==> src/rtl/wb_stage.sv <==
// Writeback stage: captures one retiring instruction, waits for load data, drives the RF write port.
// Latency: 1 cycle capture-to-write for non-loads, >=2 for loads; ex_ready drops while a load waits.
module wb_stage #(
    parameter int XLEN = 32
) (
    input  logic            clk,
    input  logic            rst_n,
    input  logic            ex_valid,
    output logic            ex_ready,
    input  logic            ex_reg_write,
    input  logic [4:0]      ex_rd,
    input  logic [1:0]      ex_wb_sel,
    input  logic [2:0]      ex_funct3,
    input  logic [XLEN-1:0] ex_alu_result,
    input  logic [XLEN-1:0] ex_pc,
    input  logic            dmem_rvalid,
    input  logic [XLEN-1:0] dmem_rdata,
    output logic            rf_write_enable,
    output logic [4:0]      rf_write_address,
    output logic [XLEN-1:0] rf_write_data,
    output logic            fwd_valid,
    output logic [4:0]      fwd_rd,
    output logic [XLEN-1:0] fwd_data,
    output logic [31:0]     instret,
    output logic            err_unexpected_rvalid
);

    localparam logic [1:0] S_IDLE      = 2'd0;
    localparam logic [1:0] S_RETIRE    = 2'd1;
    localparam logic [1:0] S_LOAD_WAIT = 2'd2;

    localparam logic [1:0] WB_LOAD = 2'd1;
    localparam logic [1:0] WB_PC4  = 2'd2;

    logic [1:0]      state;
    logic            reg_write_q;
    logic [4:0]      rd_q;
    logic [1:0]      wb_sel_q;
    logic [2:0]      funct3_q;
    logic [XLEN-1:0] alu_q;
    logic [XLEN-1:0] pc_q;
    logic [XLEN-1:0] load_q;
    logic [31:0]     instret_q;
    logic            err_q;

    logic            capture;
    logic [7:0]      ld_byte;
    logic [15:0]     ld_half;
    logic [XLEN-1:0] ld_fmt;
    logic [XLEN-1:0] result;

    assign ex_ready = (state != S_LOAD_WAIT);
    assign capture  = ex_ready && ex_valid;

    // Formatting uses the captured address, since rvalid arrives after capture.
    always_comb begin
        ld_byte = dmem_rdata[7:0];
        case (alu_q[1:0])
            2'd0:    ld_byte = dmem_rdata[7:0];
            2'd1:    ld_byte = dmem_rdata[15:8];
            2'd2:    ld_byte = dmem_rdata[23:16];
            default: ld_byte = dmem_rdata[31:24];
        endcase
        ld_half = alu_q[1] ? dmem_rdata[31:16] : dmem_rdata[15:0];
        case (funct3_q)
            3'd0:    ld_fmt = {{(XLEN-8){ld_byte[7]}}, ld_byte};
            3'd4:    ld_fmt = {{(XLEN-8){1'b0}}, ld_byte};
            3'd1:    ld_fmt = {{(XLEN-16){ld_half[15]}}, ld_half};
            3'd5:    ld_fmt = {{(XLEN-16){1'b0}}, ld_half};
            default: ld_fmt = dmem_rdata;
        endcase
    end

    always_comb begin
        case (wb_sel_q)
            WB_LOAD: result = load_q;
            WB_PC4:  result = pc_q + 32'd4;
            default: result = alu_q;
        endcase
    end

    always_ff @(posedge clk or negedge rst_n) begin
        if (!rst_n) begin
            state <= S_IDLE;
        end else begin
            case (state)
                S_IDLE, S_RETIRE: begin
                    if (ex_valid)
                        state <= (ex_wb_sel == WB_LOAD) ? S_LOAD_WAIT : S_RETIRE;
                    else
                        state <= S_IDLE;
                end
                S_LOAD_WAIT: begin
                    if (dmem_rvalid)
                        state <= S_RETIRE;
                end
                default: state <= S_IDLE;
            endcase
        end
    end

    always_ff @(posedge clk or negedge rst_n) begin
        if (!rst_n) begin
            reg_write_q <= 1'b0;
            rd_q        <= '0;
            wb_sel_q    <= '0;
            funct3_q    <= '0;
            alu_q       <= '0;
            pc_q        <= '0;
        end else if (capture) begin
            reg_write_q <= ex_reg_write;
            rd_q        <= ex_rd;
            wb_sel_q    <= ex_wb_sel;
            funct3_q    <= ex_funct3;
            alu_q       <= ex_alu_result;
            pc_q        <= ex_pc;
        end
    end

    always_ff @(posedge clk or negedge rst_n) begin
        if (!rst_n)
            load_q <= '0;
        else if (state == S_LOAD_WAIT && dmem_rvalid)
            load_q <= ld_fmt;
    end

    // Every cycle spent in RETIRE retires exactly one instruction.
    always_ff @(posedge clk or negedge rst_n) begin
        if (!rst_n)
            instret_q <= '0;
        else if (state == S_RETIRE)
            instret_q <= instret_q + 32'd1;
    end

    always_ff @(posedge clk or negedge rst_n) begin
        if (!rst_n)
            err_q <= 1'b0;
        else if (dmem_rvalid && state != S_LOAD_WAIT)
            err_q <= 1'b1;
    end

    assign rf_write_enable       = (state == S_RETIRE) && reg_write_q && (rd_q != 5'd0);
    assign rf_write_address      = rd_q;
    assign rf_write_data         = result;
    assign fwd_valid             = rf_write_enable;
    assign fwd_rd                = rf_write_address;
    assign fwd_data              = rf_write_data;
    assign instret               = instret_q;
    assign err_unexpected_rvalid = err_q;

endmodule

==> config.mk <==
export PLATFORM = sky130hd
export DESIGN_NAME = wb_stage
export DESIGN_NICKNAME = d
export VERILOG_FILES = /design/src/rtl/wb_stage.sv
export SDC_FILE = /design/constraint.sdc
export NUM_CORES = 1
export LEC_CHECK = 0
export BUFFER_PORTS_ARGS = -buffer_cell sky130_fd_sc_hd__buf_2
export CORE_MARGIN = 2
export CORE_UTILIZATION = 42
export DETAILED_ROUTE_END_ITERATION = 10
export GPL_TIMING_DRIVEN = 0
export PLACE_DENSITY = 0.78
export SLEW_MARGIN = 20
export SYNTH_ARGS = -nofsm -noshare
export SYNTH_HDL_FRONTEND = slang
export SYNTH_SLANG_ARGS = --single-unit
export TNS_END_PERCENT = 30
==> constraint.sdc <==
create_clock -name clk -period 2.24 [get_ports clk]
set_input_delay 0.336 -clock clk [delete_from_list [all_inputs] [get_ports clk]]
set_output_delay 0.336 -clock clk [all_outputs]
set_load 0.01 [all_outputs]
==> impl_metrics.env <==
export IMPL_outcome="finished with violations"
export IMPL_violations="setup timing"
export IMPL_netlist_instances=699
export IMPL_ant_nets=0
export IMPL_nFillCells=1404
export IMPL_ys_top_cells_by_area="dfrtp_1, mux2_2, buf_4"
export IMPL_async_reset_ff_share_pct=100.0
export IMPL_reg2reg_setup_slack_ns=0.13
export IMPL_cp_depth=8
export IMPL_gp_congestion=0.9139
export IMPL_drtIter0Drc=495
export IMPL_coreArea_mm2=0.01718
export IMPL_rsz0062_at_grt="yes"
export IMPL_yosysWarnings=0
export IMPL_grt_pass1_vias=6450
export IMPL_finalNetCount=1077
export IMPL_multi_input_area_mm2=0.003655
export IMPL_p_sw_uw=2935
export IMPL_vias=6620
export IMPL_ff2ff_path_depth=6
export IMPL_wl_per_cell_um=19.13
export IMPL_area_growth_pct=40.17
export IMPL_antenna_found_initial=6
export IMPL_clock_power_share_pct=34.4
export IMPL_clock_sinks=142
export IMPL_period_share_pct=131.9
export IMPL_timing_slew_headroom_pct=57.36
export IMPL_syn_nets=814
export IMPL_cp_start_kind="flip-flop"
export IMPL_clkSlewWorstSetupHoldPaths_ns=0.06
export IMPL_vias_per_cell=5.498
export IMPL_crit_chain="ha_2 -> nand4_1 -> or4b_4 -> or3_4 -> xor2_1 -> o21ai_2 -> buf_4 -> buf_6"
export IMPL_hold_path_depth=2
export IMPL_portBuffers=220
export IMPL_clock_latency_ns=0.43
export IMPL_combPwrFrac_pct=30.0
export IMPL_max_clock_freq_mhz=338.5
export IMPL_cp_slowest_cell="or4b_4"
export IMPL_clk_path_buf_depth=2
export IMPL_clk_root_buffer_cell="clkbuf_16"
export IMPL_die_h_um=136.1
export IMPL_die_w_um=136.1
export IMPL_synth_edf_count=0
export IMPL_power_uw=9611
export IMPL_maxCapViolCount=0
export IMPL_finalSetupViolations=63
export IMPL_ys_types=48
export IMPL_power_density_mw_per_mm2=935.1
export IMPL_critPathRequiredTime_ns=1.90
export IMPL_synth_top_cell_area_share_pct=48.46
export IMPL_fin_setup_tns_ns=-17.55
export IMPL_tritoncts="yes"
export IMPL_cp_top_family="simple AND/OR/NAND/NOR gates"
export IMPL_slew_violations=0
export IMPL_htree_levels=4
export IMPL_grt_usage_pct=24.64
export IMPL_place_ws_ns=-0.5153
export IMPL_hold_ws_ns=0.1301
export IMPL_yosysSeqAreaShare_pct=48.46
export IMPL_remaining_drc_errors=0
export IMPL_cp_end_kind="output pin"
export IMPL_crit_type="flip-flop to output pin"
export IMPL_ys_flop_type="dfrtp_1"
export IMPL_grt_pass1_wl_um=34460
export IMPL_worstPathArrival_ns=2.62
export IMPL_crit_buf_inv=2
export IMPL_min_delay_path_class="input pin to flip-flop"
export IMPL_die_area_mm2=0.01853
export IMPL_leakage_uw=0.004820
export IMPL_swShare_pct=30.54
export IMPL_p_int_uw=6675
export IMPL_syn_avg_cell_area_um2=10.49
export IMPL_synth_seq_cells=142
export IMPL_rows=48
export IMPL_wl_um=23030
export IMPL_final_layout_size_suffix_gt1_share_pct=50.00
export IMPL_peakVddDrop_mv=0.6924
export IMPL_seqPwrFrac_pct=35.6
export IMPL_numCtsBuffers=17
export IMPL_worstPathMaxFanout=4
export IMPL_synth_top_area_cell="dfrtp_1"
export IMPL_skew_ns=0.007083
export IMPL_ios=221
export IMPL_syn_area_mm2=0.007332
export IMPL_hold_viol=0
export IMPL_tightest_slew_ns=0.6395
export IMPL_cp_slowest_stage_delay_ns=0.57
export IMPL_grt_overflow_total=0
export IMPL_min_period_ns=2.955
export IMPL_fin_ws_ns=-0.7146
export IMPL_hpwl_um=16120
export IMPL_start_util_pct=42.69
export IMPL_grt_max_degree=78
export IMPL_seq_area_mm2=0.003562
export IMPL_dr_pass1_iters=5
-- flip-flops by register name, summed over array words and instances (netlist names) --
| register | flops |
|---|---|
| err_unexpected_rvalid | 1 |
| instret | 32 |
| reg_write_q | 1 |
| funct3_q | 3 |
| state | 2 |
| pc_q | 32 |
| load_q | 32 |
| wb_sel_q | 2 |
| fwd_rd | 5 |
| alu_q | 32 |
-- cell families after synthesis --
family,synth area share [%]
mux,13.07
compound gates,10.61
xor+xnor,6.928
simple gates,13.52
buf+inv,6.723
fa+ha+maj,0.6826
flops,48.46
-- power by group through the flow --
stage          Clock (uW)  Combinational (uW)  Sequential [uW]
4_1_cts              3330                2730             3390
6_report             3310                2880             3420
3_3_place_gp            0                2310             3390
3_5_place_dp            0                2360             3410
2_1_floorplan           0                1470             3350
5_1_grt              3440                3100             3470
-- layout by cell type (no fill, tap or decap), drive strengths merged, types with 3 or more instances in the layout --
master	synthesis	final
a211oi	4	4
a21oi	17	17
a221oi	5	5
a22oi	26	26
and2	4	4
and3	9	9
and4	4	4
buf	48	298
bufinv	0	6
clkbuf	29	43
clkinvlp	0	3
dfrtp	142	142
diode	0	5
ha	4	4
inv	14	14
mux2	76	76
mux2i	8	8
nand2	58	58
nand2b	5	5
nand3	52	52
nand4	22	22
nor2	19	19
nor2b	4	4
nor3	6	6
nor3b	3	3
nor4	3	3
o21ai	46	46
o22ai	12	12
o31a	5	5
xnor2	31	31
xor2	27	27
-- metal layers --
metal | vias to the layer above | global-route usage (%) | wire length (um)
met5 | - | 0 | 28
met4 | 4 | 11.46 | 776
met3 | 59 | 6.450 | 2011
met2 | 340 | 40.54 | 11300
met1 | 3213 | 30.25 | 8915
li1 | 3004 | - | -
-- worst paths after layout --
| check | from | endpoint |
|---|---|---|
| max | pc_q[3]$_DFFE_PN0P_ | rf_write_data[22] |
| min | ex_funct3[0] | funct3_q[0]$_DFFE_PN0P_ |
| max reg2reg | state[0]$_DFFE_PN0P_ | pc_q[26]$_DFFE_PN0P_ |
| min reg2reg | err_unexpected_rvalid$_DFFE_PN0P_ | err_unexpected_rvalid$_DFFE_PN0P_ |
| max in group asynchronous | rst_n | pc_q[11]$_DFFE_PN0P_ |
| min in group asynchronous | rst_n | instret[4]$_DFFE_PN0P_ |
-- stage by stage --
step	instances	cell area (um2)	util, %
final	1204	10280	59.83
after floorplan	699	7332	-
after global placement	1144	8715	50.74
after CTS	1190	10010	58.27
after detailed placement	1145	8752	50.95
after global routing	1201	10270	59.79
-- area by class of cell --
type / instances / area share, %
tap: 225 / 2.739
multi-input combinational: 466 / 35.56
timing repair buffer: 247 / 14.26
sequential: 142 / 34.66
clock inverter: 10 / 2.021
antenna: 5 / 0.1217
inverter: 14 / 0.5113
buffer: 74 / 5.454
clock buffer: 21 / 4.675
-- cell usage after synthesis (all sizes together) (5+ instances only) --
| cell type | n |
|---|---|
| a21oi | 17 |
| a221oi | 5 |
| a22oi | 26 |
| and3 | 9 |
| buf | 48 |
| clkbuf | 29 |
| dfrtp | 142 |
| inv | 14 |
| mux2 | 76 |
| mux2i | 8 |
| nand2 | 58 |
| nand2b | 5 |
| nand3 | 52 |
| nand4 | 22 |
| nor2 | 19 |
| nor3 | 6 |
| o21ai | 46 |
| o22ai | 12 |
| o31a | 5 |
| xnor2 | 31 |
| xor2 | 27 |
-- repair_timing --
item                                    in CTS  in global routing
pin swaps                                   18                 20
hold buffers                                 1                  0
gates resized for setup                    131                 54
endpoints found under the setup margin     114                112
hold endpoints to repair                    65                  0
gates cloned                                 1                  0
buffers inserted                            15                  9
(Power assumes the default switching activity.)
